==> src/rtl/shift_reg_pkg.sv <==
// ---------------------------------------------------------------------------
// shift_reg_pkg
// Shared constants for the universal shift register slice.
//   DIR_LEFT / DIR_RIGHT : encodings of the dir input
//   WIDTH_MIN / WIDTH_MAX: legal range of the WIDTH parameter
//   width_ok()           : helper telling whether a WIDTH value is legal
// ---------------------------------------------------------------------------
package shift_reg_pkg;

   localparam logic DIR_LEFT  = 1'b0;   // shift toward MSB
   localparam logic DIR_RIGHT = 1'b1;   // shift toward LSB

   localparam int WIDTH_MIN = 2;
   localparam int WIDTH_MAX = 64;

   function automatic bit width_ok(input int w);
      return (w >= WIDTH_MIN) && (w <= WIDTH_MAX);
   endfunction

endpackage : shift_reg_pkg

==> src/rtl/shift_frame_counter.sv <==
// ---------------------------------------------------------------------------
// shift_frame_counter
// Counts shifts within a frame of WIDTH shifts and captures the register
// contents when a frame completes.
//   clk, reset   : clock, synchronous active-high reset
//   shift        : a shift is taking effect at this edge
//   restart      : clear or load at this edge; restarts the frame count
//   next_data    : post-shift register value (captured on frame completion)
//   bit_count    : shifts since the last frame boundary (registered)
//   wrap         : this edge completes a frame (combinational)
//   frame_valid  : one-cycle pulse following the completing edge
//   frame_data   : register value captured at the last frame completion
// ---------------------------------------------------------------------------
module shift_frame_counter
   import shift_reg_pkg::*;
#(
   parameter int WIDTH = 8,
   localparam int CW   = $clog2(WIDTH)
) (
   input  logic             clk,
   input  logic             reset,
   input  logic             shift,
   input  logic             restart,
   input  logic [WIDTH-1:0] next_data,
   output logic [CW-1:0]    bit_count,
   output logic             wrap,
   output logic             frame_valid,
   output logic [WIDTH-1:0] frame_data
);

   localparam logic [CW-1:0] LAST_BIT = CW'(WIDTH - 1);

   logic [CW-1:0]    count_q, count_d;
   logic             valid_q, valid_d;
   logic [WIDTH-1:0] data_q,  data_d;

   // restart wins over shift so a load/clear never produces a frame
   assign wrap = shift && !restart && (count_q == LAST_BIT);

   always_comb begin
      count_d = count_q;
      valid_d = wrap;
      data_d  = data_q;
      if (restart) begin
         count_d = '0;
      end else if (shift) begin
         // explicit wrap keeps non power-of-two widths correct
         count_d = wrap ? '0 : count_q + CW'(1);
      end
      if (wrap) begin
         data_d = next_data;
      end
   end

   always_ff @(posedge clk) begin
      if (reset) begin
         count_q <= '0;
         valid_q <= 1'b0;
         data_q  <= '0;
      end else begin
         count_q <= count_d;
         valid_q <= valid_d;
         data_q  <= data_d;
      end
   end

   assign bit_count   = count_q;
   assign frame_valid = valid_q;
   assign frame_data  = data_q;

endmodule : shift_frame_counter

==> src/rtl/universal_shift_register.sv <==
// ---------------------------------------------------------------------------
// universal_shift_register
// Bidirectional shift register with parallel load, synchronous clear and a
// frame counter that pulses frame_valid after every WIDTH shifts.
// Per-cycle priority: reset > clear > load > shift_enable > hold.
//   clk, reset    : clock, synchronous active-high reset
//   clear         : flush register and frame counter
//   load          : parallel load of load_data (restarts frame count)
//   shift_enable  : shift one bit this cycle
//   dir           : DIR_LEFT (toward MSB) or DIR_RIGHT (toward LSB)
//   serial_in     : bit entering the register on a shift
//   stored_data   : register contents
//   serial_out    : bit that leaves on the next shift (combinational)
//   bit_count     : shifts since last frame boundary
//   frame_valid   : one-cycle frame completion pulse
//   frame_data    : register value captured at frame completion
// ---------------------------------------------------------------------------
module universal_shift_register
   import shift_reg_pkg::*;
#(
   parameter int WIDTH = 8,
   localparam int CW   = $clog2(WIDTH)
) (
   input  logic             clk,
   input  logic             reset,
   input  logic             clear,
   input  logic             load,
   input  logic [WIDTH-1:0] load_data,
   input  logic             shift_enable,
   input  logic             dir,
   input  logic             serial_in,
   output logic [WIDTH-1:0] stored_data,
   output logic             serial_out,
   output logic [CW-1:0]    bit_count,
   output logic             frame_valid,
   output logic [WIDTH-1:0] frame_data
);

   logic [WIDTH-1:0] data_q, data_d;
   logic             shift_go;
   logic             restart;
   logic             frame_wrap;

   assign restart  = clear || load;
   assign shift_go = shift_enable && !restart;

   always_comb begin
      data_d = data_q;
      if (clear) begin
         data_d = '0;
      end else if (load) begin
         data_d = load_data;
      end else if (shift_enable) begin
         if (dir == DIR_LEFT) begin
            data_d = {data_q[WIDTH-2:0], serial_in};
         end else begin
            data_d = {serial_in, data_q[WIDTH-1:1]};
         end
      end
   end

   always_ff @(posedge clk) begin
      if (reset) begin
         data_q <= '0;
      end else begin
         data_q <= data_d;
      end
   end

   shift_frame_counter #(.WIDTH(WIDTH)) u_frame (
      .clk         (clk),
      .reset       (reset),
      .shift       (shift_go),
      .restart     (restart),
      .next_data   (data_d),
      .bit_count   (bit_count),
      .wrap        (frame_wrap),
      .frame_valid (frame_valid),
      .frame_data  (frame_data)
   );

   // frame_wrap is consumed inside the counter; kept visible for checkers
   logic frame_wrap_unused;
   assign frame_wrap_unused = frame_wrap;

   assign stored_data = data_q;
   assign serial_out  = (dir == DIR_LEFT) ? data_q[WIDTH-1] : data_q[0];

endmodule : universal_shift_register

==> config.mk <==
export PLATFORM = sky130hd
export DESIGN_NAME = universal_shift_register
export DESIGN_NICKNAME = d
export VERILOG_FILES = /design/src/rtl/shift_reg_pkg.sv /design/src/rtl/shift_frame_counter.sv /design/src/rtl/universal_shift_register.sv
export SDC_FILE = /design/constraint.sdc
export NUM_CORES = 1
export LEC_CHECK = 0
export CORE_ASPECT_RATIO = 1.1
export CORE_UTILIZATION = 39
export CTS_BUF_LIST = sky130_fd_sc_hd__clkbuf_16
export DETAILED_ROUTE_END_ITERATION = 8
export PLACE_DENSITY = 0.81
export SLEW_MARGIN = 20
export SYNTH_ARGS = -nofsm -noshare
export SYNTH_HDL_FRONTEND = slang
export SYNTH_SLANG_ARGS = --single-unit
==> constraint.sdc <==
create_clock -name clk -period 1.21 [get_ports clk]
set_input_delay 0.121 -clock clk [delete_from_list [all_inputs] [get_ports clk]]
set_output_delay 0.121 -clock clk [all_outputs]
set_load 0.05 [all_outputs]
# After elaboration in Yosys (flattened, before gate mapping)
# Cells that the tools add are included.
[word_totals]
reg_bits = 20
[op_classes]
add_sub_neg = 1
eq_ne = 1
reduce_logical = 6
muxes = 6
[ops]
columns = ["cell", "n"]
rows = [
  ["two-way mux 8 bit", 4],
  ["adder 3 x 1 -> 3 bit, second input constant", 1],
  ["== test 3 bit, second input constant", 1],
  ["logical AND 1 bit", 3],
  ["two-way mux 3 bit", 1],
  ["OR reduction 2 bit", 1],
  ["zero test 1 bit", 1],
  ["logical OR 1 bit", 1],
  ["two-way mux 1 bit", 1],
]

# Depth between registers and ports, before layout
[logic_depth]
depth_word = 6
ltp_mapped = 5
ltp_nobuf = 5

# By module
# From an unflattened synthesis, not the netlist that was laid out.
[hier_totals]
hier_cells = 116
hier_area_um2 = 1117.3
[modules_own_cells]
columns = ["module", "instances", "seq_area_each_um2", "area_per_inst_um2", "cells_per_inst"]
rows = [
  ["universal_shift_register", 1, 160.2, 571.8, 64],
  ["shift_frame_counter", 1, 240.2, 545.5, 52],
]

# Worst setup path before layout
# OpenSTA, ideal clock, no wires.
[synth_timing]
path_type = "register to register"
start = "reg u_frame.count_q[0] (netlist: u_frame.bit_count[0])"
end = "reg u_frame.data_q[3] (netlist: u_frame.frame_data[3])"
period_less_slack_ps = 1600
setup_time_ps = 117
stages_incl_launch_ff = 5
n_path_buf = 0
t_arrival_ps = 1484
path_slack_ps = -390
cell_sequence = "dfxtp_1 -> ha_1 -> ha_1 -> a31oi_2 -> a22o_1"
[synth_between]
elab_chain_len = 2
[synth_lines]
columns = ["item", "line_no", "rtl"]
rows = [
  ["start, declared", "shift_frame_counter.sv:33", "logic [CW-1:0] count_q, count_d;"],
  ["start signal, assigned", "shift_frame_counter.sv:61", "count_q <= count_d;"],
  ["== test 3 bit", "shift_frame_counter.sv:38", "assign wrap = shift && !restart && (count_q == LAST_BIT);"],
  ["logical AND 1 bit", "shift_frame_counter.sv:38", ""],
  ["end signal, assigned", "shift_frame_counter.sv:63", "data_q <= data_d;"],
  ["end, declared", "shift_frame_counter.sv:35", "logic [WIDTH-1:0] data_q, data_d;"],
]
# Every way passes these cells.
# A chain may end at the register's enable or synchronous reset.

# Final worst setup path
[layout_timing]
start = "reg u_frame.count_q[1] (netlist: u_frame.bit_count[1])"
end = "reg u_frame.data_q[2] (netlist: u_frame.frame_data[2])"
# The elaborated chain is that of the path after synthesis.

==> metrics.csv <==
metric,value,unit
firstDrtPassIters,4,
vias,984,
setup.worst_path.start_class,register,
drtAntennaViolNets,0,
grt_pass1_wl,5168,um
num_antenna_cells,0,
synth_area,983.4,um^2
synth_fp_nets,111,
via_per_inst,5.655,
core,2320,um^2
cts_root_buf,clkbuf_16,
layout_setup_ws,-90.25,ps
grt_pass1_vias,1017,
ys_types,21,
reg2reg_slack,-90,ps
slew_viol_final,0,
min_path_type,input port to register,
ys_seq_area_frac,0.4071,
io_pins,36,
hold_violations,0,
cp-end-kind,register,
global_route.usage.met2,0.4955,
tns,-540.0,ps
failed_checks,negative setup slack,
max_cap_viol_count,0,
vdd_drop_max,0.9508,mV
cp_max_fo,5,
dieArea,2727,um^2
syn_area_per_cell,10.46,um^2
setup_violations,9,
route.detailed.drc,0,
chipWidth,49.88,um
cts_buffer_depth,2,
synth_cells,94,
cts_tree,done,
port_buffers,35,
grt_use_total,0.2667,
grt_max_degree,11,
rsz0062_at_grt,true,
grt-busiest-layer,met2,
initial_utilization,0.4239,
tightestPinTransition,456.9,ps
wl,3418,um
period_share,1.075,
nets,163,
antenna_found_initial,0,
die_h,54.67,um
core.rowCount,18,
cts_sinks,20,
power_density,897.7,nW/um^2
fillCellCount,119,
worstPathRequired,1350,ps
cts_hold_buf,0,
slew_headroom,0.6930,
wl_per_cell,19.64,um
yosysWarnings,0,
period_needed,1300,ps
gp_congestion,0.8290,
numCtsBuffers,3,
timing.hold.ws,464.4,ps
grt_overflow,0,
clock.fmax,0.7691,GHz
path_clk_slew,50,ps
use_met1,0.3005,
synth-seq-cells,20,
first_iter_violations,18,
final_layout_size_suffix_gt1_frac,0.4931,
finClkSkew,3.669,ps
path_class,register to register,
status,"finished, violations left",
layout.cells.non_filler,174,
utilization,0.8484,
dpl.hpwl,2083,um
clock_latency,250,ps
cp.arrival,1440,ps
grt_util_met3,0.03611,
syn2layout_area_growth,100.1,%
h-tree-depth,1,
placed_cells,166,
power_leakage,0.7580,nW
[kinds of logic after synthesis]
logic type / synth area share
DFF: 0.4071
buffers and inverters: 0.05342
and+or+nand+nor: 0.1998
muxes: 0.09288
AOI/OAI and AO/OA: 0.2214
adders and majority gates: 0.02544
[sequential cells by signal (all words and copies together), names as in the netlist]
register	cells
u_frame.bit_count	3
u_frame.frame_valid	1
stored_data	8
u_frame.frame_data	8
[cells in the final DEF (no fill, tap or decap), drive strengths merged]
master and n:
a2111oi 8, a21oi 3, a22o 8, a31oi 1
and3 2, buf 39, clkbuf 3, clkdlybuf4s50 10
dfxtp 20, dlygate4sd2 2, dlymetal6s2s 2, ha 2
inv 2, mux2 1, mux2i 8, nand2 2
nand3b 2, nor2 2, nor2b 17, nor3 8
nor3b 1, or3 1
[cells in the mapped netlist]
| cell | n | share of area |
|---|---|---|
| ha_1 | 2 | 0.025 |
| nand2_1 | 2 | 0.0076 |
| a22o_1 | 8 | 0.071 |
| and3_1 | 1 | 0.0064 |
| inv_1 | 2 | 0.0076 |
| dfxtp_1 | 20 | 0.41 |
| clkbuf_1 | 1 | 0.0038 |
| a21oi_1 | 3 | 0.015 |
| mux2i_1 | 8 | 0.081 |
| nor2_1 | 2 | 0.0076 |
| nor2b_1 | 17 | 0.11 |
| buf_6 | 1 | 0.011 |
| or3_1 | 1 | 0.0064 |
| mux2_2 | 1 | 0.011 |
| nor3b_1 | 1 | 0.0076 |
| a31oi_2 | 1 | 0.013 |
| a2111oi_2 | 8 | 0.12 |
| nand3b_1 | 2 | 0.015 |
| buf_4 | 2 | 0.015 |
| buf_2 | 3 | 0.015 |
| nor3_1 | 8 | 0.041 |
[area by class of cell]
cell class / instances / area (um^2) / share of cell area
Multi-Input combinational cell: 66 / 688.2 / 0.3496
Inverter: 2 / 7.507 / 0.003814
Sequential cell: 20 / 439.2 / 0.2231
Clock buffer: 3 / 75.07 / 0.03814
Timing Repair Buffer: 53 / 720.7 / 0.3662
Tap cell: 30 / 37.54 / 0.01907
[report_power, final]
| part | switching (mW) | internal (mW) | leakage (nW) |
|---|---|---|---|
| clock | 0.232 | 0.435 | 0.0370 |
| sequential | 0.0276 | 0.662 | 0.170 |
| combinational | 0.205 | 0.204 | 0.551 |
[worst paths after layout]
path                         startpoint                     to  depth (start not counted)
setup reg to reg   u_frame.bit_count[1]  u_frame.frame_data[2]                          5
hold reg to reg   u_frame.frame_data[6]  u_frame.frame_data[6]                          1
hold / removal                    clear         stored_data[2]                          4
setup / recovery   u_frame.bit_count[1]  u_frame.frame_data[2]                          5
[per-layer routing]
metal | wire length (um) | vias to the layer above
met4 | 95 | 0
met5 | 0 | -
li1 | - | 452
met1 | 1390 | 478
met3 | 135 | 8
met2 | 1797 | 46
[what timing repair did]
action / in CTS / in global routing
pin swaps: 7 / 3
gates resized for setup: 17 / 7
buffers inserted: 3 / 1
endpoints found under the setup margin: 17 / 20
cloned: 1 / 0
[critical path: stages (launching register included)]
cell and delay (ps):
dfxtp_4 350, ha_4 160, ha_4 170, buf_6 130, and3_4 170, a22o_1 220
[metrics by stage]
step                cell area, um^2  worst slack, ps  total power [mW]
floorplan                      1059           -80.61            0.8760
global placement               1710           -320.0             1.035
detailed placement             1710           -387.1             1.044
CTS                            1937           -78.48             1.748
global route                   1968           -122.0             1.822
finish                         1968           -90.25             1.767
(Power assumes the default switching activity.)
